File: src/rtl/next_line_prefetcher_if.sv
// Handshake bundle between the next-line prefetcher, the cache and the memory arbiter.
// master: the prefetcher view (drives the memory read request and the buffered line).
// slave:  the environment view (drives the trigger, the memory response and the ack).
interface next_line_prefetcher_if;
    // demand-miss trigger from the cache
    logic         trigger_valid;
    logic [31:0]  trigger_address;
    // memory arbiter request/response
    logic         pf_mem_read;
    logic [31:0]  pf_mem_address;
    logic         pf_mem_resp;
    logic [255:0] pf_mem_rdata;
    // buffered line offered back to the cache
    logic         prefetch_ready;
    logic [255:0] prefetch_rdata;
    logic [31:0]  pf_cline_address;
    logic         prefetch_ack;

    modport master (
        input  trigger_valid, trigger_address, pf_mem_resp, pf_mem_rdata, prefetch_ack,
        output pf_mem_read, pf_mem_address, prefetch_ready, prefetch_rdata, pf_cline_address
    );

    modport slave (
        output trigger_valid, trigger_address, pf_mem_resp, pf_mem_rdata, prefetch_ack,
        input  pf_mem_read, pf_mem_address, prefetch_ready, prefetch_rdata, pf_cline_address
    );
endinterface

File: src/rtl/next_line_prefetcher.sv
// Purpose: on a demand miss, fetch the next cacheline and hold it in a one-line buffer for the cache.
// Latency: accepted trigger at N -> pf_mem_read at N+1; pf_mem_resp at M -> prefetch_ready at M+1.
// Backpressure: request held until pf_mem_resp, line held until prefetch_ack; one pending trigger, newest wins.
//
// Ports: clk (rising edge), rst (async active-low), pf (next_line_prefetcher_if.master):
//   trigger_valid/trigger_address in; pf_mem_read/pf_mem_address out, pf_mem_resp/pf_mem_rdata in;
//   prefetch_ready/prefetch_rdata/pf_cline_address out, prefetch_ack in.
// Build option: define PF_PAGE_CROSS_EN to allow next-line targets that cross a 2**s_page boundary.
module next_line_prefetcher #(
    parameter int s_offset = 5,
    parameter int s_page   = 12
) (
    input  logic                     clk,
    input  logic                     rst,
    next_line_prefetcher_if.master   pf
);

    localparam int LW = 32 - s_offset;

    typedef enum logic [1:0] {
        IDLE = 2'd0,
        REQ  = 2'd1,
        HOLD = 2'd2
    } state_t;

    state_t         state, state_nxt;
    logic [31:0]    line_addr, line_addr_nxt;
    logic [255:0]   line_dat, line_dat_nxt;
    logic [31:0]    pend_addr, pend_addr_nxt;
    logic           pend_vld, pend_vld_nxt;

    logic [LW-1:0]  tgt_idx;
    logic [31:0]    tgt_addr;
    logic           page_drop;
    logic           dup_drop;
    logic           trig_acc;

    // Line index + 1 with the carry discarded; a wrap to line 0 is dropped below.
    assign tgt_idx  = pf.trigger_address[31:s_offset] + LW'(1);
    assign tgt_addr = {tgt_idx, {s_offset{1'b0}}};

`ifdef PF_PAGE_CROSS_EN
    assign page_drop = 1'b0;
`else
    // Last line of a page: the next line lives in another page, which may not be mapped.
    assign page_drop = &pf.trigger_address[s_page-1:s_offset];
`endif

    // line_addr is only meaningful while a transfer is active, hence the state qualifier.
    assign dup_drop = ((state != IDLE) && (tgt_addr == line_addr)) ||
                      (pend_vld && (tgt_addr == pend_addr));

    assign trig_acc = pf.trigger_valid && (tgt_addr != 32'd0) && !page_drop && !dup_drop;

    always_comb begin
        state_nxt     = state;
        line_addr_nxt = line_addr;
        line_dat_nxt  = line_dat;
        pend_addr_nxt = pend_addr;
        pend_vld_nxt  = pend_vld;

        case (state)
            IDLE: begin
                if (trig_acc) begin
                    state_nxt     = REQ;
                    line_addr_nxt = tgt_addr;
                end
            end

            REQ: begin
                if (pf.pf_mem_resp) begin
                    state_nxt    = HOLD;
                    line_dat_nxt = pf.pf_mem_rdata;
                end
                if (trig_acc) begin
                    pend_addr_nxt = tgt_addr;
                    pend_vld_nxt  = 1'b1;
                end
            end

            HOLD: begin
                if (pf.prefetch_ack) begin
                    // A trigger arriving with the ack is fresher than the pending entry.
                    pend_vld_nxt = 1'b0;
                    if (trig_acc) begin
                        state_nxt     = REQ;
                        line_addr_nxt = tgt_addr;
                    end else if (pend_vld) begin
                        state_nxt     = REQ;
                        line_addr_nxt = pend_addr;
                    end else begin
                        state_nxt = IDLE;
                    end
                end else if (trig_acc) begin
                    pend_addr_nxt = tgt_addr;
                    pend_vld_nxt  = 1'b1;
                end
            end

            default: begin
                state_nxt    = IDLE;
                pend_vld_nxt = 1'b0;
            end
        endcase
    end

    always_ff @(posedge clk or negedge rst) begin
        if (!rst) begin
            state     <= IDLE;
            line_addr <= 32'd0;
            line_dat  <= 256'd0;
            pend_addr <= 32'd0;
            pend_vld  <= 1'b0;
        end else begin
            state     <= state_nxt;
            line_addr <= line_addr_nxt;
            line_dat  <= line_dat_nxt;
            pend_addr <= pend_addr_nxt;
            pend_vld  <= pend_vld_nxt;
        end
    end

    // Outputs decode straight from registered state so reset clears them without a clock.
    assign pf.pf_mem_read      = (state == REQ);
    assign pf.pf_mem_address   = line_addr;
    assign pf.prefetch_ready   = (state == HOLD);
    assign pf.prefetch_rdata   = line_dat;
    assign pf.pf_cline_address = line_addr;

endmodule
File: src/flat_wrapper.sv
// flat-port wrapper written by rule: the top's interface ports become plain ports
module next_line_prefetcher_flat 
#(
    parameter int s_offset = 5,
    parameter int s_page   = 12
)
  (clk, rst, pf_trigger_valid, pf_trigger_address, pf_pf_mem_resp, pf_pf_mem_rdata, pf_prefetch_ack, pf_pf_mem_read, pf_pf_mem_address, pf_prefetch_ready, pf_prefetch_rdata, pf_pf_cline_address);
  next_line_prefetcher_if pf_i ();
  input  logic clk;
  input  logic rst;
  input wire logic [$bits(pf_i.trigger_valid)-1:0] pf_trigger_valid;
  input wire logic [$bits(pf_i.trigger_address)-1:0] pf_trigger_address;
  input wire logic [$bits(pf_i.pf_mem_resp)-1:0] pf_pf_mem_resp;
  input wire logic [$bits(pf_i.pf_mem_rdata)-1:0] pf_pf_mem_rdata;
  input wire logic [$bits(pf_i.prefetch_ack)-1:0] pf_prefetch_ack;
  output wire logic [$bits(pf_i.pf_mem_read)-1:0] pf_pf_mem_read;
  output wire logic [$bits(pf_i.pf_mem_address)-1:0] pf_pf_mem_address;
  output wire logic [$bits(pf_i.prefetch_ready)-1:0] pf_prefetch_ready;
  output wire logic [$bits(pf_i.prefetch_rdata)-1:0] pf_prefetch_rdata;
  output wire logic [$bits(pf_i.pf_cline_address)-1:0] pf_pf_cline_address;
  assign pf_i.trigger_valid = pf_trigger_valid;
  assign pf_i.trigger_address = pf_trigger_address;
  assign pf_i.pf_mem_resp = pf_pf_mem_resp;
  assign pf_i.pf_mem_rdata = pf_pf_mem_rdata;
  assign pf_i.prefetch_ack = pf_prefetch_ack;
  assign pf_pf_mem_read = pf_i.pf_mem_read;
  assign pf_pf_mem_address = pf_i.pf_mem_address;
  assign pf_prefetch_ready = pf_i.prefetch_ready;
  assign pf_prefetch_rdata = pf_i.prefetch_rdata;
  assign pf_pf_cline_address = pf_i.pf_cline_address;
  next_line_prefetcher #(.s_offset(s_offset), .s_page(s_page)) u_core (.clk(clk), .rst(rst), .pf(pf_i));
endmodule
File: config.mk
export PLATFORM = sky130hd
export DESIGN_NAME = next_line_prefetcher_flat
export DESIGN_NICKNAME = d
export VERILOG_FILES = /design/src/rtl/next_line_prefetcher_if.sv /design/src/rtl/next_line_prefetcher.sv /design/src/flat_wrapper.sv
export SDC_FILE = /design/constraint.sdc
export NUM_CORES = 1
export LEC_CHECK = 0
export CELL_PAD_IN_SITES_DETAIL_PLACEMENT = 0
export CELL_PAD_IN_SITES_GLOBAL_PLACEMENT = 1
export CORE_AREA = 2 2 239 241
export DETAILED_ROUTE_END_ITERATION = 12
export DIE_AREA = 0 0 241 243
export GPL_ROUTABILITY_DRIVEN = 1
export PLACE_DENSITY = 0.73
export RECOVER_POWER = 50
export SLEW_MARGIN = 20
export SYNTH_ARGS = -nofsm -noshare
export SYNTH_HDL_FRONTEND = slang
export SYNTH_SLANG_ARGS = --single-unit
export TNS_END_PERCENT = 10
File: constraint.sdc
create_clock -name clk -period 4.22 [get_ports clk]
set_input_delay 0.844 -clock clk [delete_from_list [all_inputs] [get_ports clk]]
set_output_delay 0.844 -clock clk [all_outputs]
set_load 0.05 [all_outputs]
==> results by group <==
Detailed routing
  – Via count: 13,910
  – 1st-iter DRT viols: 1,028
  – Initial DRT Pass Iterations: 5
  – DRC: 0
  – Antenna-violating nets left: 0
  – Total Routed Length: 67.84 mm
  – Vias/cell: 4.896
  – Routed len/inst: 23.89 um

Clock network
  – CTS tree: done
  – CTS buffer count: 39
  – Clk Latency, worst-skew pair: 540 ps
  – Clock Sink Count: 323
  – Worst-case clock buffer depth: 3
  – Root buffer cell: clkbuf_16
  – Worst-path clk slew: 50 ps
  – H-tree depth: 2

Layout
  – Fin nets: 2,347
  – Area delta synth->final: 60.96%
  – Fillers: 5,243
  – Post-layout util: 0.4528
  – Design Area, Final: 0.02534 mm2
  – Fraction of layout cells with a size suffix above 1: 0.2713

Global routing
  – First-pass GRT wire length: 98.40 mm
  – Vias in the first global route: 14,410
  – Initial antenna violation count: 21
  – Congestion Overflow GR: 0
  – Total GRT Usage: 0.2282
  – Largest net degree at the start of global routing: 91

Status
  – Failing checks: max-capacitance violations, max-slew violations
  – Status: finished with violations

Critical path
  – Worst Path Required: 4660 ps
  – R2R depth: 5
  – Reg2reg start: u_core.state[1]
  – Critical path peak fanout: 10
  – CP Launch Type: input port
  – Reg-to-Reg End: u_core.pf.prefetch_rdata[2]
  – CP arrival: 4640 ps
  – CP endpoint kind: register
  – R2R setup slack: 550 ps
  – Crit path kind: input port to register

Timing
  – Final period util: 0.9959
  – Fin crit period: 4203 ps
  – Max-slew violation count: 230
  – Clock skew: 17.46 ps
  – Least-Margin Pin Slew: 2626 ps
  – Setup_tns: 0 ps
  – WHS: 482.2 ps
  – Max Fclk: 0.2379 GHz
  – Setup violators final: 0
  – RSZ-0062 raised after global routing: false
  – Final Hold Fails: 0
  – Worst relative slew slack: -0.7504

Logic synthesis
  – Synthesized flop and latch total: 323
  – Netlist cell types: 81
  – Syn. warnings: 0
  – Syn avg cell area: 12.05 um2
  – Share of synthesized registers carrying an async set or reset: 1.000
  – Primary FF master, synth: dfrtp_1
  – Register area share after synthesis: 0.5135
  – Post-synth EDFFs: 0
  – Post-Syn Area: 0.01574 mm2
  – Synthesized Nets: 1,604
  – Synth Instances: 1,306

Placement
  – Port bufs: 609
  – DP HPWL: 54.53 mm
  – Post-placement cell area: 0.02387 mm2
  – Final Wtd Congestion: 1.002

Power and ir drop
  – PwrDens: 894.5 mW/mm2
  – Leakage power figure: 10.63 nW
  – Maximum VDD drop: 0.0005560 V

Die
  – Die W: 241 um
  – Io pins: 615
  – Placeable Area: 0.05595 mm2
  – Total Die Area: 0.05856 mm2
  – FP Rows: 87
  – Initial Utilization: 0.2813
  – Die height: 243 um

Worst hold path
  – Hold path depth: 2
  – Hold Crit Class: register to register
  – Hold Startpoint: u_core.pend_addr[25]
  – Hold endpoint: u_core.pf.pf_cline_address[25]

Flow run
  – Max-Cap Viols: 3
==> Yosys cell counts (6+ instances only) <==
| cell type | number | area, um2 |
|---|---|---|
| o2111ai_1 | 8 | 70.07 |
| a32o_1 | 7 | 70.07 |
| mux2_2 | 259 | 2917 |
| or3_1 | 7 | 43.79 |
| dfrtp_1 | 323 | 8083 |
| nor4_1 | 18 | 112.6 |
| nand2_1 | 75 | 281.5 |
| nand4_1 | 20 | 125.1 |
| o21ai_0 | 21 | 105.1 |
| mux2i_1 | 32 | 320.3 |
| nor3_1 | 18 | 90.09 |
| buf_2 | 8 | 40.04 |
| nand2b_1 | 7 | 43.79 |
| and4_1 | 6 | 52.55 |
| or4_1 | 12 | 90.09 |
| a21oi_1 | 21 | 105.1 |
| inv_1 | 51 | 191.4 |
| o221ai_1 | 22 | 192.7 |
| xor2_1 | 15 | 131.4 |
| o22ai_1 | 7 | 43.79 |
| nor2b_1 | 15 | 93.84 |
| buf_4 | 34 | 255.2 |
| and3_1 | 15 | 93.84 |
| xnor2_1 | 52 | 455.4 |
| o211ai_1 | 10 | 75.07 |
| xnor3_1 | 10 | 225.2 |
| clkbuf_1 | 59 | 221.5 |
| nand3_1 | 33 | 165.2 |
| nor2_1 | 44 | 165.2 |
==> layout by cell type, fill, tap and decap left out, types with 17 or more instances in the layout <==
cell,instances
clkdlybuf4s50_1,593
dfrtp_1,323
mux2_2,259
buf_4,183
nand2_1,73
inv_1,51
xnor2_1,51
nor2_1,43
clkbuf_16,41
nand3_1,32
mux2i_1,31
o221ai_1,22
a21oi_1,21
nand4_1,20
o21ai_0,20
nor3_1,17
nor4_1,17
==> stage by stage <==
stage / cells / total power, mW / setup slack, ps
after detailed placement: 2753 / 19.16 / -803.1
after global routing: 2832 / 23.55 / 3.953
final: 2840 / 22.66 / 17.15
after global placement: 2753 / 19.02 / -763.9
after floorplan: 1306 / 13.94 / -100.1
after CTS: 2825 / 22.84 / 11.93
==> report_power, final <==
part / switching, mW / total, mW / internal (mW)
Combinational: 8.43 / 13.3 / 4.89
Sequential: 1.15 / 5.78 / 4.64
Clock: 1.35 / 3.56 / 2.21
Total: 10.9 / 22.7 / 11.7
==> what timing repair did <==
action / in CTS / in global routing
gates resized for setup: 13 / 29
gates cloned: 0 / 1
hold buffers: 0 / 0
endpoints found under the setup margin: 67 / 66
pin swaps: 6 / 10
setup buffers: 5 / 5
==> per-layer routing <==
| layer | routed length, um | track usage |
|---|---|---|
| met4 | 2371 | 0.07317 |
| met3 | 6246 | 0.07961 |
| met1 | 25440 | 0.2683 |
| met2 | 33630 | 0.3867 |
| met5 | 156 | 0 |
==> flip-flops by register name, summed over array words and instances, names as in the netlist <==
name	flops
u_core.state	2
u_core.pend_addr	32
u_core.pf.prefetch_rdata	256
u_core.pf.pf_cline_address	32
u_core.pend_vld	1
==> cell type report <==
| class | count | area (um2) | share of cell area |
|---|---|---|---|
| timing repair buffer | 814 | 7737 | 0.3054 |
| tap | 756 | 945.9 | 0.03733 |
| clock inverter | 16 | 255.2 | 0.01007 |
| antenna | 9 | 22.52 | 0.0008889 |
| multi-input combinational | 820 | 6999 | 0.2762 |
| inverter | 51 | 191.4 | 0.007556 |
| clock buffer | 51 | 1102 | 0.04351 |
| sequential | 323 | 8083 | 0.3190 |
==> critical path: stages <==
cell,delay (ps)
clkdlybuf4s50_1,510
buf_4,240
nand3_1,230
a21oi_1,220
a21oi_1,150
or4_1,540
or4_1,610
nor4_1,310
nand4b_1,180
buf_4,180
a31oi_4,210
buf_4,250
nand2_1,70
o211ai_1,100
==> worst max-delay path by stage <==
| stage | startpoint | endpoint | cells after the start |
|---|---|---|---|
| finish | pf_trigger_address[19] | u_core.pf.pf_cline_address[29] | 14 |
| global route | pf_trigger_address[10] | u_core.pend_addr[8] | 12 |
| CTS | pf_trigger_address[5] | u_core.pend_addr[8] | 14 |
| detailed placement | pf_trigger_address[7] | u_core.pf.pf_cline_address[29] | 13 |
| global placement | pf_trigger_address[7] | u_core.pf.pf_cline_address[29] | 13 |
| floorplan | pf_trigger_address[5] | u_core.pend_addr[6] | 13 |
==> cells by family after synthesis <==
kind of cell	count (synthesis)	synth area share
buffers and inverters	163	0.05023
AOI/OAI and AO/OA	145	0.06860
xor gates and xnor gates	77	0.05159
adders and majority gates	5	0.003974
and+or+nand+nor	301	0.1058
muxes	292	0.2063
DFF	323	0.5135
No activity file was read; power rests on OpenSTA's default activity.
